## src/rtl/intersection_sequencer_pkg.sv

```systemverilog
// Shared definitions for the intersection sequencer.
//   state_t      : FSM phase encoding, also driven out on Phase
//   SEL_*        : Cfg_Sel register-select codes
//   RED/GRN/YEL  : one-hot {Red,Green,Yellow} lamp encodings
//   main_lamp / side_lamp : lamp decode for each signal head
package intersection_sequencer_pkg;

   typedef enum logic [2:0] {
      ST_MG  = 3'd0,
      ST_MY  = 3'd1,
      ST_AR1 = 3'd2,
      ST_SG  = 3'd3,
      ST_SY  = 3'd4,
      ST_PW  = 3'd5,
      ST_AR2 = 3'd6
   } state_t;

   localparam logic [2:0] SEL_MG = 3'd0;
   localparam logic [2:0] SEL_SG = 3'd1;
   localparam logic [2:0] SEL_Y  = 3'd2;
   localparam logic [2:0] SEL_AR = 3'd3;
   localparam logic [2:0] SEL_W  = 3'd4;

   localparam logic [2:0] RED = 3'b100;
   localparam logic [2:0] GRN = 3'b010;
   localparam logic [2:0] YEL = 3'b001;

   function automatic logic [2:0] main_lamp(input state_t s);
      case (s)
         ST_MG:   return GRN;
         ST_MY:   return YEL;
         default: return RED;
      endcase
   endfunction

   function automatic logic [2:0] side_lamp(input state_t s);
      case (s)
         ST_SG:   return GRN;
         ST_SY:   return YEL;
         default: return RED;
      endcase
   endfunction

endpackage

```

## src/rtl/intersection_sequencer_phase_timer.sv

```systemverilog
// Phase timer for the intersection sequencer.
//   Clock, Reset : rising-edge clock, synchronous active-high reset
//   clear        : zero the count on the next edge (phase change)
//   saturate     : hold the count once it reaches limit
//   limit        : live phase duration the count is compared with
//   count        : cycles spent in the current phase
//   done         : count >= limit
module intersection_sequencer_phase_timer #(
   parameter int CNT_W = 4
) (
   input  logic             Clock,
   input  logic             Reset,
   input  logic             clear,
   input  logic             saturate,
   input  logic [CNT_W-1:0] limit,
   output logic [CNT_W-1:0] count,
   output logic             done
);

   // >= rather than == so a duration lowered below the running count
   // still ends the phase instead of waiting for a wrap.
   assign done = (count >= limit);

   always_ff @(posedge Clock) begin
      if (Reset || clear) begin
         count <= '0;
      end else if (saturate && done) begin
         count <= count;
      end else if (count != {CNT_W{1'b1}}) begin
         // Stops at all-ones instead of wrapping back to zero.
         count <= count + 1'b1;
      end
   end

endmodule

```

## src/rtl/intersection_sequencer.sv

```systemverilog
// Demand-actuated phase sequencer for a Main/Side intersection with a
// pedestrian crossing.
//   Clock, Reset      : rising-edge clock, synchronous active-high reset
//   Side_Req          : Side-road vehicle sensor (level)
//   Ped_Req           : pedestrian button (any-width pulse, latched)
//   Cfg_Wr/Sel/Data   : duration register write port (Sel 5..7 ignored)
//   Main_RGY/Side_RGY : one-hot {Red,Green,Yellow} lamps per head
//   Walk              : pedestrian walk lamp
//   Ped_Ack           : one-cycle pulse in the first walk cycle
//   Phase             : current FSM state (status/debug)
// A duration value D gives a phase of D+1 cycles.
module intersection_sequencer
   import intersection_sequencer_pkg::*;
#(
   parameter int CNT_W = 4,
   parameter int D_MG  = 7,
   parameter int D_SG  = 4,
   parameter int D_Y   = 1,
   parameter int D_AR  = 0,
   parameter int D_W   = 3
) (
   input  logic             Clock,
   input  logic             Reset,
   input  logic             Side_Req,
   input  logic             Ped_Req,
   input  logic             Cfg_Wr,
   input  logic [2:0]       Cfg_Sel,
   input  logic [CNT_W-1:0] Cfg_Data,
   output logic [2:0]       Main_RGY,
   output logic [2:0]       Side_RGY,
   output logic             Walk,
   output logic             Ped_Ack,
   output logic [2:0]       Phase
);

   state_t           state, next_state;
   logic [CNT_W-1:0] d_mg, d_sg, d_y, d_ar, d_w;
   logic [CNT_W-1:0] limit, count;
   logic             done;
   logic             ped_pending, last_ped;
   logic             state_change, enter_pw, enter_sg;

   // ---------------- duration registers ----------------
   always_ff @(posedge Clock) begin
      if (Reset) begin
         d_mg <= CNT_W'(D_MG);
         d_sg <= CNT_W'(D_SG);
         d_y  <= CNT_W'(D_Y);
         d_ar <= CNT_W'(D_AR);
         d_w  <= CNT_W'(D_W);
      end else if (Cfg_Wr) begin
         case (Cfg_Sel)
            SEL_MG:  d_mg <= Cfg_Data;
            SEL_SG:  d_sg <= Cfg_Data;
            SEL_Y:   d_y  <= Cfg_Data;
            SEL_AR:  d_ar <= Cfg_Data;
            SEL_W:   d_w  <= Cfg_Data;
            default: ;
         endcase
      end
   end

   // The running phase always compares against the live register.
   always_comb begin
      limit = d_mg;
      case (state)
         ST_MG:         limit = d_mg;
         ST_MY, ST_SY:  limit = d_y;
         ST_AR1, ST_AR2: limit = d_ar;
         ST_SG:         limit = d_sg;
         ST_PW:         limit = d_w;
         default:       limit = d_mg;
      endcase
   end

   intersection_sequencer_phase_timer #(.CNT_W(CNT_W)) u_timer (
      .Clock    (Clock),
      .Reset    (Reset),
      .clear    (state_change),
      .saturate (state == ST_MG),
      .limit    (limit),
      .count    (count),
      .done     (done)
   );

   // ---------------- FSM ----------------
   always_ff @(posedge Clock) begin
      if (Reset) state <= ST_MG;
      else       state <= next_state;
   end

   always_comb begin
      next_state = state;
      case (state)
         ST_MG:  if (done && (Side_Req || ped_pending)) next_state = ST_MY;
         ST_MY:  if (done) next_state = ST_AR1;
         ST_AR1: begin
            if (done) begin
               // Tie goes to whichever was not served last; with no demand
               // left the Side road is served anyway.
               if (ped_pending && Side_Req) next_state = last_ped ? ST_SG : ST_PW;
               else if (ped_pending)        next_state = ST_PW;
               else                         next_state = ST_SG;
            end
         end
         ST_SG:  if (done) next_state = ST_SY;
         ST_SY:  if (done) next_state = ST_AR2;
         ST_PW:  if (done) next_state = ST_AR2;
         ST_AR2: if (done) next_state = ST_MG;
         default: next_state = ST_MG;
      endcase
   end

   assign state_change = (next_state != state);
   assign enter_pw     = (next_state == ST_PW) && (state != ST_PW);
   assign enter_sg     = (next_state == ST_SG) && (state != ST_SG);

   // ---------------- request latches ----------------
   always_ff @(posedge Clock) begin
      if (Reset) begin
         ped_pending <= 1'b0;
         last_ped    <= 1'b0;
      end else begin
         // A press in the same cycle as the clear re-arms the request.
         if (Ped_Req)       ped_pending <= 1'b1;
         else if (enter_pw) ped_pending <= 1'b0;
         if (enter_pw)      last_ped <= 1'b1;
         else if (enter_sg) last_ped <= 1'b0;
      end
   end

   // ---------------- registered Moore outputs ----------------
   // Decoded from next_state so lamps change together with the state.
   always_ff @(posedge Clock) begin
      if (Reset) begin
         Main_RGY <= GRN;
         Side_RGY <= RED;
         Walk     <= 1'b0;
         Ped_Ack  <= 1'b0;
         Phase    <= ST_MG;
      end else begin
         Main_RGY <= main_lamp(next_state);
         Side_RGY <= side_lamp(next_state);
         Walk     <= (next_state == ST_PW);
         Ped_Ack  <= enter_pw;
         Phase    <= next_state;
      end
   end

endmodule

```

## config.mk

```make
export PLATFORM = sky130hd
export DESIGN_NAME = intersection_sequencer
export DESIGN_NICKNAME = d
export VERILOG_FILES = /design/src/rtl/intersection_sequencer_pkg.sv /design/src/rtl/intersection_sequencer_phase_timer.sv /design/src/rtl/intersection_sequencer.sv
export SDC_FILE = /design/constraint.sdc
export NUM_CORES = 1
export LEC_CHECK = 0
export ABC_AREA = 1
export BUFFER_PORTS_ARGS = -buffer_cell sky130_fd_sc_hd__buf_2
export CORE_MARGIN = 1
export CORE_UTILIZATION = 50
export CTS_CLUSTER_SIZE = 12
export DETAILED_ROUTE_END_ITERATION = 8
export HOLD_SLACK_MARGIN = 0.02
export PLACE_DENSITY_LB_ADDON = 0.08
export SYNTH_ARGS = -nofsm -noshare
export SYNTH_HDL_FRONTEND = slang
export SYNTH_HIERARCHICAL = 1
export SYNTH_SLANG_ARGS = --single-unit
```

## constraint.sdc

```tcl
create_clock -name Clock -period 4.2 [get_ports Clock]
set_clock_uncertainty 0.1 [all_clocks]
set_input_delay 0.42 -clock Clock [delete_from_list [all_inputs] [get_ports Clock]]
set_output_delay 0.42 -clock Clock [all_outputs]
set_load 0.05 [all_outputs]
```

==> impl_metrics.tcl, run 1 <==
set metrics [dict create \
    synth_seq_cells 37 \
    crit_fanout 12 \
    setup_viol 0 \
    end_kind "flip-flop" \
    antenna_found_initial 0 \
    cts_hold_buf 0 \
    ctsHtreeMaxLevel 2 \
    netlist_area_mm2 0.00185 \
    hpwl_mm 2.89 \
    tns_ns 0 \
    crit_top_cell "nand2_1" \
    worstSetupPathType "flip-flop to flip-flop" \
    finalPower_mw 0.867 \
    synthTopCellsByArea "dfxtp_1, nand2_1, nor2_1" \
    final_nets 299 \
    dp_cells 321 \
    cpPeakStageDelay_ns 0.55 \
    finalHoldViolCount 0 \
    overflow 0 \
    vias_per_cell 4.95 \
    synthMuxAreaShare_pct 0 \
    ys_seq_area_share_pct 39.9 \
    required_ns 4.33 \
    post_drt_wl_per_cell_um 11.5 \
    clkSinkCount 37 \
    cts_buffer_depth 2 \
    numCtsBuffers 5 \
    n_antenna_cell 0 \
    synth_nets 274 \
    rsz0062_at_grt "false" \
    grt_first_pass_wirelength_mm 6.91 \
    grt_max_degree 25 \
    die_area_mm2 0.00396 \
    cts_tree "yes" \
    ant_nets 0 \
    cp_cell_sequence "nand2_2 -> o21ai_0 -> nand2_1 -> nand4_1 -> inv_1 -> ha_1 -> a21oi_2 -> nand3_2 -> nand3_1 -> nand2_1 -> nand2_2 -> nand2_4 -> nand2_1 -> nand4_1 -> nor2_8 -> o21ai_0 -> o21bai_1 -> nor2_1" \
    cts_setup_buffers 0 \
    drive_above_1_share_pct 19.1 \
    fin_util_pct 61.2 \
    avgSynthCellArea_um2 7.22 \
    register_area_um2 741 \
    clk_pin_slew_ns 0.08 \
    drv_cap 0 \
    postSynthCellCount 257 \
    vias 1630 \
    max_freq_mhz 294 \
    n_fill_cell 344 \
    clock_latency_ns 0.29 \
    first_pass_iters 4 \
    cts-root-buf "clkbuf_8" \
    grt_util_all_layers_pct 22.4 \
    initial_core_util_pct 53.9 \
    yosys.area_share.xor_xnor_pct 0 \
    post-route-worst-setup-slack_ns 0.803 \
    synth-simple-area-share_pct 37.7 \
    p_leak_nw 1.06 \
    gp_congestion 0.844 \
    finalCritPeriodShare_pct 80.9 \
    synth_compound_area_share_pct 10.5 \
    rows 21 \
    min_path_type "input pin to flip-flop" \
    grt_pass1_vias 1528 \
    ys_warn_count 6 \
    slew-limit-headroom_pct 56.4 \
    synth_top_area_share_pct 39.9 \
    start_kind "flip-flop" \
    tightestPinTransition_ns 0.654 \
    ios 23 \
    finalCriticalPeriod_ns 3.40 \
    die_w_um 62.9 \
    synth_top_family_by_area "simple AND/OR/NAND/NOR gates" \
    syn_to_final_growth_pct 13.6 \
    place_ws_ns 0.838 \
    yosys.area.top_type "dfxtp_1" \
    p_per_area_mw_per_mm2 412 \
    cp_num_buf_inv 1 \
    worst_path_max_delay_cell "dfxtp_1" \
    cp_data_arrival_time_ns 3.53 \
    core_mm2 0.00344 \
    final_cells 329 \
    multi_input_area_um2 955 \
    cts_resized 0 \
    io_buffers 22 \
    crit_family "simple AND/OR/NAND/NOR gates" \
    die_h_um 62.9 \
    yosys.cell_types.count 26 \
    synth-adder-area-share_pct 3.37 \
    ir_drop_mv 0.337 \
    status "complete, no violations" \
    finalMaxSlewViolations 0 \
    drt-total-wl_mm 3.79 \
    drt_iter0_markers 85 \
    post-route-drc-count 0 \
]
worst min-delay path: cells and delay by family:
| family | cells | cell delay (ns) |
|---|---|---|
| buffers and inverters | 1 | 0.08 |
| and+or+nand+nor | 1 | 0.07 |
| AOI/OAI and AO/OA | 1 | 0.03 |
synthesized netlist by cell type:
cell      instances
nand2_1          57
dfxtp_1          37
nor2_1           37
inv_1            31
nand3_1          19
o21ai_0          15
nand4_1          11
a21oi_1           9
nand2_2           8
ha_1              5
a22oi_1           4
nand2_4           4
buf_4             2
inv_2             2
nand3_2           2
nor2_4            2
o21ai_1           2
o21ai_2           2
a21oi_2           1
buf_2             1
buf_6             1
clkbuf_1          1
nand3_4           1
nor2_2            1
nor2_8            1
o21bai_1          1
power by group:
part	internal, mW	switching [mW]	leakage [nW]	total (mW)
clock network	0.178	0.132	0.0554	0.310
registers	0.371	0.0213	0.301	0.393
logic	0.0579	0.107	0.707	0.164
total	0.607	0.260	1.06	0.867
routing by layer:
| layer | track usage, % | share of wire [%] | up-vias |
|---|---|---|---|
| met5 | 0 | 0 | - |
| met4 | 8.72 | 1.6 | 0 |
| met3 | 4.93 | 2.8 | 5 |
| met2 | 35.3 | 44 | 22 |
| met1 | 29.6 | 51 | 723 |
| li1 | - | - | 880 |
flip-flops by register name (all words and copies together), names as in the netlist, 3 cells and up:
register and flops:
d_y 4, d_w 4, d_mg 4, Side_RGY 3
Main_RGY 3, u_timer/count 4, d_sg 4, d_ar 4
Phase 3
path summary, 6_finish.rpt:
| check | from | endpoint | slack, ns | cells past startpoint |
|---|---|---|---|---|
| min | Ped_Req | ped_pending$_SDFFE_PP0P_ | 0.23 | 3 |
| max reg2reg | Phase[0]$_SDFF_PP0_ | u_timer/count[2]$_SDFFE_PP0P_ | 0.80 | 18 |
| min reg2reg | d_ar[3]$_SDFFE_PP0P_ | d_ar[3]$_SDFFE_PP0P_ | 0.36 | 2 |
| max | Phase[0]$_SDFF_PP0_ | u_timer/count[2]$_SDFFE_PP0P_ | 0.80 | 18 |
final cells by class:
class | instances | share of cell area (%)
Multi-Input combinational cell | 182 | 45.3
Sequential cell | 37 | 35.2
Inverter | 33 | 5.88
Timing Repair Buffer | 23 | 5.59
Clock buffer | 6 | 3.45
Tap cell | 46 | 2.73
Clock inverter | 2 | 1.84
placed cells by master, fill, tap and decap left out:
| cell | count |
|---|---|
| a21oi_1 | 9 |
| a21oi_2 | 1 |
| a22oi_1 | 4 |
| buf_2 | 22 |
| buf_4 | 1 |
| bufinv_16 | 1 |
| clkbuf_1 | 1 |
| clkbuf_8 | 5 |
| clkinv_4 | 1 |
| dfxtp_1 | 37 |
| ha_1 | 5 |
| inv_1 | 31 |
| inv_2 | 2 |
| nand2_1 | 57 |
| nand2_2 | 8 |
| nand2_4 | 4 |
| nand3_1 | 19 |
| nand3_2 | 2 |
| nand3_4 | 1 |
| nand4_1 | 11 |
| nor2_1 | 37 |
| nor2_2 | 1 |
| nor2_4 | 2 |
| nor2_8 | 1 |
| o21ai_0 | 15 |
| o21ai_1 | 2 |
| o21ai_2 | 2 |
| o21bai_1 | 1 |
stage by stage:
| stage | hold slack, ns | cell area, µm² |
|---|---|---|
| after floorplan | 0.324 | 1850 |
| after CTS | 0.229 | 2110 |
| after detailed placement | 0.349 | 1990 |
| after global placement | 0.345 | 1990 |
| after global routing | 0.262 | 2110 |
| final | 0.230 | 2110 |
kinds of logic after synthesis:
kind of cell               after synthesis
AOI/OAI and AO/OA                       34
adders and majority gates                5
buffers and inverters                   38
DFF                                     37
and+or+nand+nor                        143
Power figures use the tool's default switching activity.
==> run 2, diff against run 1 <==
Clock period 4.2 ns to 3.51 ns, I/O delays scaled along.
==> impl_metrics.tcl, run 2 (synthesized netlist as in run 1, its figures left out) <==
set metrics [dict create \
    status "complete, no violations" \
    required_ns 3.64 \
    ant_nets 0 \
    p_leak_nw 1.07 \
    gp_congestion 0.855 \
    cts_tree "yes" \
    post_drt_wl_per_cell_um 12.0 \
    crit_fanout 10 \
    die_h_um 62.9 \
    cp_cell_sequence "inv_1 -> nand2_1 -> o21ai_2 -> a22oi_1 -> nand4_1 -> inv_1 -> ha_1 -> nand4_1 -> nand3_4 -> inv_2 -> nor2_1 -> nand2_2 -> nand2_2 -> inv_1 -> nand2_1 -> nand4_1 -> nor2_8 -> o21ai_0 -> o21bai_1 -> nor2_1" \
    grt_max_degree 25 \
    worst_path_max_delay_cell "dfxtp_2" \
    final_nets 300 \
    antenna_found_initial 0 \
    end_kind "flip-flop" \
    vias_per_cell 5.00 \
    grt_pass1_vias 1496 \
    mostFrequentLayoutCell "nand2_1" \
    cpPeakStageDelay_ns 0.38 \
    n_antenna_cell 0 \
    finalHoldViolCount 0 \
    finalMaxSlewViolations 0 \
    worstSetupPathType "flip-flop to flip-flop" \
    rsz0062_at_grt "false" \
    cts-root-buf "clkbuf_8" \
    drt_iter0_markers 80 \
    grt_util_all_layers_pct 22.5 \
    clk_pin_slew_ns 0.08 \
    syn_to_final_growth_pct 14.8 \
    io_buffers 22 \
    cts_setup_buffers 0 \
    die_w_um 62.9 \
    final_cell_mix "nand2_1, nor2_1, dfxtp_1" \
    finalCriticalPeriod_ns 3.19 \
    numCtsBuffers 5 \
    p_per_area_mw_per_mm2 489 \
    ctsHtreeMaxLevel 2 \
    tightestPinTransition_ns 0.660 \
    tns_ns 0 \
    rows 21 \
    n_fill_cell 327 \
    grt_first_pass_wirelength_mm 6.81 \
    cts_hold_buf 0 \
    cts_buffer_depth 2 \
    min_path_type "input pin to flip-flop" \
    clock_latency_ns 0.29 \
    die_area_mm2 0.00396 \
    setup_viol 0 \
    post-route-drc-count 0 \
    initial_core_util_pct 53.9 \
    fin_util_pct 61.9 \
    drv_cap 0 \
    core_mm2 0.00344 \
    hpwl_mm 2.95 \
    cp_num_buf_inv 4 \
    start_kind "flip-flop" \
    max_freq_mhz 313 \
    ios 23 \
    finalCritPeriodShare_pct 90.9 \
    drive_above_1_share_pct 20.4 \
    overflow 0 \
    clkSinkCount 37 \
    vias 1651 \
    slew-limit-headroom_pct 55.9 \
    ir_drop_mv 0.382 \
    crit_family "simple AND/OR/NAND/NOR gates" \
    drt-total-wl_mm 3.96 \
    cp_data_arrival_time_ns 3.33 \
    first_pass_iters 4 \
]
[run 2: cell count changes in the layout (fill, tap and decap cells not counted), sizes merged]
cell  delta
buf      +1
[run 2: worst min-delay path, delay by kind of cell]
family          cells  cell delay (ns)
buf+inv             1             0.08
simple gates        1             0.07
compound gates      1             0.03
[run 2: where the power goes]
| group | total (mW) | switching [mW] | internal (mW) | leakage [nW] |
|---|---|---|---|---|
| Sequential | 0.471 | 0.0266 | 0.445 | 0.302 |
| Clock | 0.367 | 0.154 | 0.213 | 0.0554 |
| Combinational | 0.201 | 0.131 | 0.0707 | 0.715 |
| Total | 1.04 | 0.312 | 0.729 | 1.07 |
[run 2: cell type report]
class	count	area [µm²]	area share, %
timing repair buffer	24	125	5.88
inverter	33	124	5.82
tap	46	57.6	2.70
sequential	37	746	35.0
clock inverter	2	38.8	1.82
multi-input combinational	182	966	45.4
clock buffer	6	72.6	3.41
[run 2: path summary, 6_finish.rpt]
check                       startpoint                       endpoint  slack [ns]  cells past startpoint
setup / recovery   Phase[1]$_SDFF_PP0_  u_timer/count[2]$_SDFFE_PP0P_        0.32                     20
hold / removal                 Ped_Req       ped_pending$_SDFFE_PP0P_        0.17                      3
hold reg to reg   d_ar[1]$_SDFFE_PP0P_           d_ar[1]$_SDFFE_PP0P_        0.35                      2
setup reg to reg   Phase[1]$_SDFF_PP0_  u_timer/count[2]$_SDFFE_PP0P_        0.32                     20
[run 2: through the flow]
| step | total power [mW] | instance area [µm²] | worst slack, ns | cells | hold slack, ns |
|---|---|---|---|---|---|
| 6_report | 1.04 | 2130 | 0.319 | 330 | 0.169 |
| 4_1_cts | 1.05 | 2110 | 0.0283 | 330 | 0.169 |
| 2_1_floorplan | 0.630 | 1850 | 0.178 | 257 | 0.320 |
| 5_1_grt | 1.10 | 2130 | 0.0366 | 330 | 0.184 |
| 3_5_place_dp | 0.679 | 2000 | 0.0535 | 322 | 0.341 |
| 3_3_place_gp | 0.676 | 2000 | 0.198 | 322 | 0.338 |
[run 2: routing by layer]
metal  track usage, %  up-vias  share of wire, %
li1                 -      880                 -
met1             30.1      735                51
met2             34.1       30                44
met3             6.02        6               3.8
met4             8.72        0               1.5
met5                0        -                 0
[run 2: timing repair]
item	in CTS	in global routing
resized for setup	0	6
hold endpoints to repair	0	0
endpoints found under the setup margin	0	4
